`config.mk`:
```
export PLATFORM = sky130hd
export DESIGN_NAME = csr_access_ctrl
export DESIGN_NICKNAME = d
export VERILOG_FILES = /design/src/rtl/rv32i_pkg.sv /design/src/rtl/csr_alu.sv /design/src/rtl/csr_access_ctrl.sv
export SDC_FILE = /design/constraint.sdc
export NUM_CORES = 1
export LEC_CHECK = 0
export ABC_AREA = 1
export CAP_MARGIN = 25
export CORE_MARGIN = 5
export CORE_UTILIZATION = 40
export CTS_CLUSTER_DIAMETER = 40
export DETAILED_ROUTE_END_ITERATION = 8
export PLACE_DENSITY_LB_ADDON = 0.08
export SLEW_MARGIN = 20
export SYNTH_ARGS = -nofsm -noshare
export SYNTH_HDL_FRONTEND = slang
export SYNTH_SLANG_ARGS = --single-unit
```
`constraint.sdc`:
```
create_clock -name clk -period 1.35 [get_ports clk]
set_input_delay 0.27 -clock clk [delete_from_list [all_inputs] [get_ports clk]]
set_output_delay 0.27 -clock clk [all_outputs]
set_load 0.01 [all_outputs]
```
`src/rtl/rv32i_pkg.sv`:
```
// rv32i -- shared types and constants for the CSR access path.
//
// Contents:
//   reg_we_e     write-enable encoding for CSR storage
//   csr_op_e     CSR instruction funct3 encodings
//   csr_state_e  state encoding of the CSR access controller
//   CSR_MEPC / CSR_MCAUSE  machine trap CSR addresses
//   CSR_RO_SPACE           addr[11:10] pattern of the read-only CSR space
package rv32i;

    typedef enum logic {
        REG_WE_DISABLE = 1'b0,
        REG_WE         = 1'b1
    } reg_we_e;

    // funct3 codes 3'b000 and 3'b100 are not CSR operations; they are
    // handled as raw bit patterns by the ALU and flagged illegal there.
    typedef enum logic [2:0] {
        CSR_OP_RW  = 3'b001,
        CSR_OP_RS  = 3'b010,
        CSR_OP_RC  = 3'b011,
        CSR_OP_RWI = 3'b101,
        CSR_OP_RSI = 3'b110,
        CSR_OP_RCI = 3'b111
    } csr_op_e;

    typedef enum logic [2:0] {
        ST_IDLE,
        ST_READ,
        ST_WRITE,
        ST_TRAP_EPC,
        ST_TRAP_CAUSE
    } csr_state_e;

    localparam logic [11:0] CSR_MEPC     = 12'h341;
    localparam logic [11:0] CSR_MCAUSE   = 12'h342;
    localparam logic [1:0]  CSR_RO_SPACE = 2'b11;

endpackage

```
`src/rtl/csr_alu.sv`:
```
// csr_alu -- combinational new-value / write-intent / legality computation
// for one CSR instruction.
//
// Ports:
//   op_i        funct3 of the instruction (raw 3 bits, may be illegal)
//   addr_i      CSR address
//   src_i       rs1 value or zero-extended zimm
//   src_zero_i  rs1 index / zimm is zero
//   rdata_i     current CSR value
//   wdata_o     value to write back
//   write_o     instruction intends to write the CSR
//   illegal_o   instruction raises an illegal-instruction exception
module csr_alu
    import rv32i::*;
#(
    parameter bit RO_CHECK = 1'b1
) (
    input  logic [2:0]  op_i,
    input  logic [11:0] addr_i,
    input  logic [31:0] src_i,
    input  logic        src_zero_i,
    input  logic [31:0] rdata_i,
    output logic [31:0] wdata_o,
    output logic        write_o,
    output logic        illegal_o
);

    logic writeIntent;
    logic opIllegal;
    logic roViolation;

    // Decode the operation: set/clear forms only write when their source
    // is non-zero, which is what lets "csrrs rd, csr, x0" act as a pure read.
    always_comb begin
        wdata_o     = rdata_i;
        writeIntent = 1'b0;
        opIllegal   = 1'b0;
        case (op_i)
            CSR_OP_RW, CSR_OP_RWI: begin
                wdata_o     = src_i;
                writeIntent = 1'b1;
            end
            CSR_OP_RS, CSR_OP_RSI: begin
                wdata_o     = rdata_i | src_i;
                writeIntent = !src_zero_i;
            end
            CSR_OP_RC, CSR_OP_RCI: begin
                wdata_o     = rdata_i & ~src_i;
                writeIntent = !src_zero_i;
            end
            default: begin
                opIllegal = 1'b1;
            end
        endcase
    end

    // A write aimed at the read-only quadrant is illegal, but a read of it is fine.
    assign roViolation = RO_CHECK && writeIntent && (addr_i[11:10] == CSR_RO_SPACE);
    assign illegal_o   = opIllegal || roViolation;
    assign write_o     = writeIntent;

endmodule

```
`src/rtl/csr_access_ctrl.sv`:
```
// csr_access_ctrl -- sequences CSR instructions and trap entry onto the
// single port of the CSR storage block. It is the only writer of that storage.
//
// Ports:
//   clk, rst_n                  clock, asynchronous active-low reset
//   req_valid/req_ready         CSR instruction handshake
//   req_op/req_addr/req_src     funct3, CSR address, rs1 value or zimm
//   req_src_zero                rs1 index / zimm is zero
//   rsp_valid/rsp_rdata         one-cycle completion pulse with old CSR value
//   rsp_illegal                 illegal-instruction flag (with rsp_valid)
//   trap_valid/trap_pc/trap_cause  trap entry request, held until trap_ack
//   trap_ack                    pulse once mepc and mcause are written
//   csr_we/csr_addr/csr_wdata   storage write port and read address
//   csr_rdata                   combinational storage read of csr_addr
module csr_access_ctrl
    import rv32i::*;
#(
    parameter bit RO_CHECK = 1'b1
) (
    input  logic        clk,
    input  logic        rst_n,
    input  logic        req_valid,
    output logic        req_ready,
    input  logic [2:0]  req_op,
    input  logic [11:0] req_addr,
    input  logic [31:0] req_src,
    input  logic        req_src_zero,
    output logic        rsp_valid,
    output logic [31:0] rsp_rdata,
    output logic        rsp_illegal,
    input  logic        trap_valid,
    input  logic [31:0] trap_pc,
    input  logic [31:0] trap_cause,
    output logic        trap_ack,
    output reg_we_e     csr_we,
    output logic [11:0] csr_addr,
    output logic [31:0] csr_wdata,
    input  logic [31:0] csr_rdata
);

    csr_state_e  state_q;
    logic [2:0]  op_q;
    logic [31:0] src_q;
    logic        srcZero_q;
    logic [31:0] rdata_q;
    logic        rspValid_q;
    logic        rspIllegal_q;
    logic        trapAck_q;
    reg_we_e     csrWe_q;
    logic [11:0] csrAddr_q;
    logic [31:0] csrWdata_q;

    logic [31:0] aluWdata;
    logic        aluWrite;
    logic        aluIllegal;

    // The ALU works on the latched instruction and the live storage read,
    // which is valid during READ because csr_addr already holds the latched address.
    csr_alu #(
        .RO_CHECK   (RO_CHECK)
    ) u_csr_alu (
        .op_i       (op_q),
        .addr_i     (csrAddr_q),
        .src_i      (src_q),
        .src_zero_i (srcZero_q),
        .rdata_i    (csr_rdata),
        .wdata_o    (aluWdata),
        .write_o    (aluWrite),
        .illegal_o  (aluIllegal)
    );

    // A pending trap blocks new requests so it is always served first.
    assign req_ready = (state_q == ST_IDLE) && !trap_valid;

    // Controller FSM. All storage-port and response outputs are registered
    // here, so each is set up one state ahead of the cycle in which it is seen:
    // IDLE arms the mepc write, READ arms the write-back and response,
    // TRAP_EPC arms the mcause write together with trap_ack.
    always_ff @(posedge clk or negedge rst_n) begin
        if (!rst_n) begin
            state_q      <= ST_IDLE;
            op_q         <= 3'b000;
            src_q        <= 32'h0;
            srcZero_q    <= 1'b0;
            rdata_q      <= 32'h0;
            rspValid_q   <= 1'b0;
            rspIllegal_q <= 1'b0;
            trapAck_q    <= 1'b0;
            csrWe_q      <= REG_WE_DISABLE;
            csrAddr_q    <= 12'h0;
            csrWdata_q   <= 32'h0;
        end else begin
            rspValid_q   <= 1'b0;
            rspIllegal_q <= 1'b0;
            trapAck_q    <= 1'b0;
            csrWe_q      <= REG_WE_DISABLE;
            case (state_q)
                ST_IDLE: begin
                    if (trap_valid) begin
                        csrAddr_q  <= CSR_MEPC;
                        csrWdata_q <= {trap_pc[31:2], 2'b00};
                        csrWe_q    <= REG_WE;
                        state_q    <= ST_TRAP_EPC;
                    end else if (req_valid) begin
                        op_q      <= req_op;
                        csrAddr_q <= req_addr;
                        src_q     <= req_src;
                        srcZero_q <= req_src_zero;
                        state_q   <= ST_READ;
                    end
                end
                ST_READ: begin
                    rdata_q      <= aluIllegal ? 32'h0 : csr_rdata;
                    csrWdata_q   <= aluWdata;
                    csrWe_q      <= (aluWrite && !aluIllegal) ? REG_WE : REG_WE_DISABLE;
                    rspValid_q   <= 1'b1;
                    rspIllegal_q <= aluIllegal;
                    state_q      <= ST_WRITE;
                end
                ST_WRITE: begin
                    state_q <= ST_IDLE;
                end
                ST_TRAP_EPC: begin
                    csrAddr_q  <= CSR_MCAUSE;
                    csrWdata_q <= trap_cause;
                    csrWe_q    <= REG_WE;
                    trapAck_q  <= 1'b1;
                    state_q    <= ST_TRAP_CAUSE;
                end
                ST_TRAP_CAUSE: begin
                    state_q <= ST_IDLE;
                end
                default: begin
                    state_q <= ST_IDLE;
                end
            endcase
        end
    end

    assign rsp_valid   = rspValid_q;
    assign rsp_rdata   = rdata_q;
    assign rsp_illegal = rspIllegal_q;
    assign trap_ack    = trapAck_q;
    assign csr_we      = csrWe_q;
    assign csr_addr    = csrAddr_q;
    assign csr_wdata   = csrWdata_q;

endmodule

```
==> impl_metrics.json, run 1 <==
{
  "finalSetupViolations": 92,
  "fmaxAchievable_mhz": 659,
  "nNetsFinal": 1198,
  "die_w_um": 131,
  "grt_max_degree": 38,
  "worstPathRequired_ns": 1.69,
  "tns_ns": -8.18,
  "antenna_cells": 0,
  "htree_levels": 4,
  "grt_usage_pct": 23.6,
  "slew_headroom_pct": 77.7,
  "setup_slack_ns": -0.168,
  "grt_pass1_vias": 6112,
  "cp_data_arrival_time_ns": 1.86,
  "cts_tree": "done",
  "syn-cell-area_um2": 5890,
  "clock_tree.root_cell": "clkbuf_16",
  "hold_violations": 0,
  "io_pins": 229,
  "clock_latency_ns": 0.41,
  "drt_iter0_drc": 436,
  "detail-route-antenna-nets": 0,
  "final_cell_area_um2": 10000,
  "avgSynthCellArea_um2": 7.44,
  "layout_commonest_cell": "nand2_1",
  "power_leakage_nw": 4.82,
  "wl_um": 22300,
  "vias": 6488,
  "synth.distinct_cells": 22,
  "antenna_found_initial": 1,
  "failed_checks": "negative setup slack",
  "skew_ns": 0.00568,
  "place.port_buffers": 225,
  "drc": 0,
  "final_cell_mix": "330 x nand2_1, 143 x clkdlybuf4s50_1, 117 x dfrtp_1",
  "p_total_mw": 24.0,
  "drive_gt1_share_pct": 17.9,
  "overflow": 0,
  "cp_max_fo": 5,
  "slowest_delay_ns": 0.42,
  "fill_cells": 1185,
  "rows": 44,
  "ys_seq_area_share_pct": 50.1,
  "grt_pass1_wl_um": 32800,
  "slowest_stage": "dfrtp_1",
  "clkTransAtPathRegs_ns": 0.05,
  "cp_common_cell": "buf_6",
  "place_congestion": 0.788,
  "crit_type": "reg2reg",
  "vdd_drop_max_uv": 1270,
  "cts.sinks": 118,
  "ys.warnings.count": 0,
  "viasPerCell": 5.21,
  "synth_cells": 792,
  "syn_nets": 940,
  "place_hpwl_um": 14600,
  "drv_slew": 0,
  "final_cells": 1245,
  "wire_per_inst_um": 17.9,
  "rsz0062_at_grt": "true",
  "post-place-cells": 1189,
  "startpoint_type": "register",
  "cp_top_family": "buffers and inverters",
  "syn_to_final_growth_pct": 69.7,
  "status": "finished, violations left",
  "fp.dieH_um": 131,
  "initial_core_util_pct": 40.7,
  "ys_ff_latch": 118,
  "dr.pass1.iters": 6,
  "cts_buffers": 17,
  "finalCriticalPeriod_ns": 1.52,
  "worst_slew_pin_slew_ns": 0.334,
  "power_density_nw_per_um2": 2400,
  "design.core.area_um2": 14500,
  "clock_path_buffers": 2,
  "crit_buf_inv": 5,
  "hold_class": "in2async",
  "place_area_um2": 8570,
  "die-area_um2": 17300,
  "worstPathCellList": "buf_6 -> inv_8 -> nand2_8 -> nor2_4 -> buf_6 -> buf_12 -> buf_16 -> nand2_1 -> a21oi_1",
  "maxCapViolations": 0,
  "endpoint_kind": "register",
  "min_period_over_period_pct": 112
}
==> cell type report <==
type | count | area, um2 | area share, %
sequential | 118 | 2950 | 29.5
clock buffer | 26 | 489 | 4.89
timing repair buffer | 295 | 3230 | 32.3
clock inverter | 4 | 70.1 | 0.701
inverter | 13 | 68.8 | 0.688
multi-input combinational | 605 | 2960 | 29.6
tap | 184 | 230 | 2.30
==> worst register-to-register path, stage by stage (launching register included) <==
cell     delay (ns)
dfrtp_1        0.42
buf_6          0.15
inv_8          0.07
nand2_8        0.05
nor2_4         0.15
buf_6          0.14
buf_12         0.13
buf_16         0.13
nand2_1        0.07
a21oi_1        0.12
==> where the power goes <==
| group | internal, mW | switching [mW] |
|---|---|---|
| clock network | 2.83 | 1.50 |
| registers | 5.21 | 1.00 |
| logic | 6.00 | 7.43 |
==> what timing repair did <==
item	CTS	global route
gates resized for setup	172	144
cloned	5	11
setup buffers	9	4
endpoints found under the hold margin	16	0
endpoints found under the setup margin	168	135
hold buffers	1	0
pin swaps	0	45
==> sequential cells by signal (all words and copies together) (netlist names), 2 cells and up <==
name,cells
csr_addr,12
csr_wdata,32
op_q,2
rsp_rdata,32
src_q,32
state_q,3
==> final timing paths <==
| check | depth (start not counted) | from | slack [ns] | endpoint |
|---|---|---|---|---|
| max | 9 | state_q[2] | -0.17 | csr_wdata[26] |
| min reg2reg | 2 | rsp_rdata[21] | 0.47 | rsp_rdata[21] |
| max in group asynchronous | 3 | rst_n | 0.54 | src_q[5] |
| min | 2 | rst_n | 0.30 | csr_addr[2] |
| max reg2reg | 9 | state_q[2] | -0.17 | csr_wdata[26] |
| min in group clk | 3 | req_addr[5] | 0.39 | csr_addr[5] |
==> stage by stage <==
| stage | hold WS, ns | utilization (%) | worst slack (ns) |
|---|---|---|---|
| 6_report | 0.299 | 69.1 | -0.168 |
| 5_1_grt | 0.332 | 69.1 | -0.227 |
| 4_1_cts | 0.295 | 65.1 | -0.151 |
| 3_5_place_dp | 0.192 | 59.2 | -0.480 |
| 3_3_place_gp | 0.193 | 59.2 | -0.447 |
| 2_1_floorplan | -0.0256 | - | 0.0370 |
==> layer usage <==
layer	vias up	track usage, %	wire [um]
li1	3086	-	-
met1	3059	31.3	9220
met2	304	36.5	10600
met5	-	0	7
met4	2	7.77	456
met3	37	7.84	2070
==> kinds of logic after synthesis <==
| group | Yosys count | share of synthesized area [%] |
|---|---|---|
| buf+inv | 69 | 6.05 |
| compound gates | 70 | 6.07 |
| flops | 118 | 50.1 |
| simple gates | 535 | 37.7 |
==> cells in the mapped netlist (all sizes together) <==
cell,n,area share [%]
a31oi,1,0.21
nor3,2,0.17
nand2,352,23
buf,36,4.0
a21oi,32,2.7
inv,12,0.76
nor2,72,5.0
o21ai,37,3.1
nand4,30,3.2
dfrtp,118,50
nand3,79,6.8
clkbuf,20,1.3
clkinv,1,0.064
No activity file was read; power rests on OpenSTA's default activity.
==> run 2, diff against run 1 <==
CAP_MARGIN = 20   (was 25)
==> results of run 2 <==
No change in the layout: final DEF, timing and power equal those of run 1.
==> run 3, diff against run 2 <==
CORE_MARGIN = 3   (was 5)
==> run 3 against run 2 <==
Effect of this change: the flow still finishes with violations (negative setup slack); combinational power grew 9.7%; power grew 5.0%; clock power shrank 5.5%; clock-buffer cell count shrank 1; maximum frequency grew 1.2%; critical path depth shrank 2; final cell count grew 0.40%; sequential share of layout area shrank 0.90 points; worst setup slack gained 0.017 ns; first-iteration DRC count shrank 21%; clock skew grew 0.0013 ns; cell area grew 3.1%; critical path type unchanged.
==> impl_metrics.json, run 3 (synthesis results as in run 1) <==
{
  "status": "finished, violations left",
  "failed_checks": "negative setup slack",
  "layout_commonest_cell": "nand2_1",
  "grt_pass1_wl_um": 32100,
  "cts.sinks": 118,
  "r2r-end": "csr_wdata[6]",
  "clock_tree.root_cell": "clkbuf_16",
  "wl_met1_um": 9200,
  "grt_max_degree": 54,
  "antenna_cells": 0,
  "fill_cells": 1090,
  "clock_latency_ns": 0.42,
  "r2r-start": "state_q[1]",
  "p_sw_mw": 10.5,
  "worstPathRequired_ns": 1.69,
  "min_path_cells": 3,
  "maxCapViolations": 0,
  "place.port_buffers": 225,
  "crit_type": "reg2reg",
  "grt_pass1_vias": 6114,
  "final_cells": 1250,
  "design.core.area_um2": 14100,
  "antenna_found_initial": 0,
  "fmaxAchievable_mhz": 667,
  "setup_slack_ns": -0.150,
  "route.met3.wl_um": 1850,
  "pwr-share-seq_pct": 25.4,
  "syn_to_final_growth_pct": 75.0,
  "die_w_um": 127,
  "skew_ns": 0.00700,
  "rows": 43,
  "io_pins": 229,
  "htree_levels": 4,
  "cts_buffers": 17,
  "die-area_um2": 16200,
  "hold_end": "src_q[22]",
  "vias": 6388,
  "cp_max_fo": 10,
  "startpoint_type": "register",
  "intPower_mw": 14.7,
  "slew_headroom_pct": 77.0,
  "grt_usage_pct": 25.2,
  "worst_slew_pin_slew_ns": 0.344,
  "hold_violations": 0,
  "ff2ff_setup_slack_ns": -0.15,
  "pwr-share-clk_pct": 16.2,
  "vdd_drop_max_uv": 1470,
  "finalSetupViolations": 90,
  "clock_path_buffers": 2,
  "place_congestion": 0.797,
  "viasPerCell": 5.11,
  "hold_path.startpoint": "req_src[22]",
  "worstSetupStartpoint": "state_q[1]",
  "post-place-cells": 1188,
  "combinationalPowerShare_pct": 58.3,
  "dp_slack_ns": -0.494,
  "swShare_pct": 41.8,
  "tns_ns": -5.03,
  "dr.pass1.iters": 4,
  "detail-route-antenna-nets": 0,
  "power_leakage_nw": 4.92,
  "overflow": 0,
  "rsz0062_at_grt": "true",
  "finalCriticalPeriod_ns": 1.50,
  "power_density_nw_per_um2": 2440,
  "top_layer": "met4",
  "drt_iter0_drc": 346,
  "place_hpwl_um": 13900,
  "wl_um": 22100,
  "fp.dieH_um": 127,
  "hold_class": "in2reg",
  "wire_per_inst_um": 17.7,
  "endpoint_kind": "register",
  "drive_gt1_share_pct": 27.1,
  "clkTransAtPathRegs_ns": 0.05,
  "final_cell_mix": "290 x nand2_1, 143 x clkdlybuf4s50_1, 118 x dfrtp_1",
  "cp_data_arrival_time_ns": 1.84,
  "initial_core_util_pct": 41.6,
  "nNetsFinal": 1208,
  "wl_met2_um": 10500,
  "cts_tree": "done",
  "drv_slew": 0,
  "min_period_over_period_pct": 111,
  "r2r_cells": 7,
  "drc": 0
}
[run 3: area by class of cell]
class	count	area [um2]	area share, %
repair buffers	305	3300	32.0
multi-input cells	605	3220	31.2
flip-flops and latches	118	2950	28.6
clock buffers	25	515	5.00
well taps	180	225	2.18
inverters	13	76.3	0.740
clock inverters	4	20.0	0.194
[run 3: layer usage]
| metal | up-vias | GRT usage [%] |
|---|---|---|
| li1 | 3105 | - |
| met5 | - | 0 |
| met3 | 40 | 6.52 |
| met4 | 0 | 8.64 |
| met2 | 231 | 40.4 |
| met1 | 3012 | 33.2 |
[run 3: how the worst max path moves through the flow]
stage	endpoint	slack (ns)
after floorplan	src_q[10]	0.04
after global placement	req_ready	-0.48
after detailed placement	csr_wdata[7]	-0.49
after CTS	req_ready	-0.15
after global routing	csr_wdata[6]	-0.22
final	csr_wdata[6]	-0.15
[run 3: power by group through the flow]
stage	Clock, mW	Combinational [mW]	Sequential (mW)
3_3_place_gp	0	11.0	6.18
3_5_place_dp	0	11.2	6.19
4_1_cts	4.15	11.8	6.17
2_1_floorplan	0	5.48	6.56
6_report	4.09	14.7	6.41
5_1_grt	4.30	15.9	6.61
[run 3: worst max-delay path, stage by stage, from the launching register on]
cell       delay (ns)
dfrtp_1          0.41
buf_6            0.13
buf_12           0.13
nor2_4           0.15
buf_6            0.13
bufbuf_16        0.26
nand2_1          0.07
a21oi_1          0.14
[run 3: repair_timing]
action / CTS / global route
endpoints found under the hold margin: 118 / 0
setup endpoints to repair: 146 / 119
resized for setup: 191 / 245
hold buffers: 1 / 0
buffers inserted: 7 / 9
pin swaps: 3 / 18
cloned: 5 / 13
[run 3: metrics by stage]
step	power [mW]	util [%]	hold WS, ns	instance area (um2)
after floorplan	12.0	-	-0.0256	5890
after global placement	17.2	60.5	0.291	8560
after detailed placement	17.3	60.5	0.291	8560
after CTS	22.1	66.5	0.370	9410
after global routing	26.8	72.9	0.387	10300
final	25.2	72.9	0.385	10300
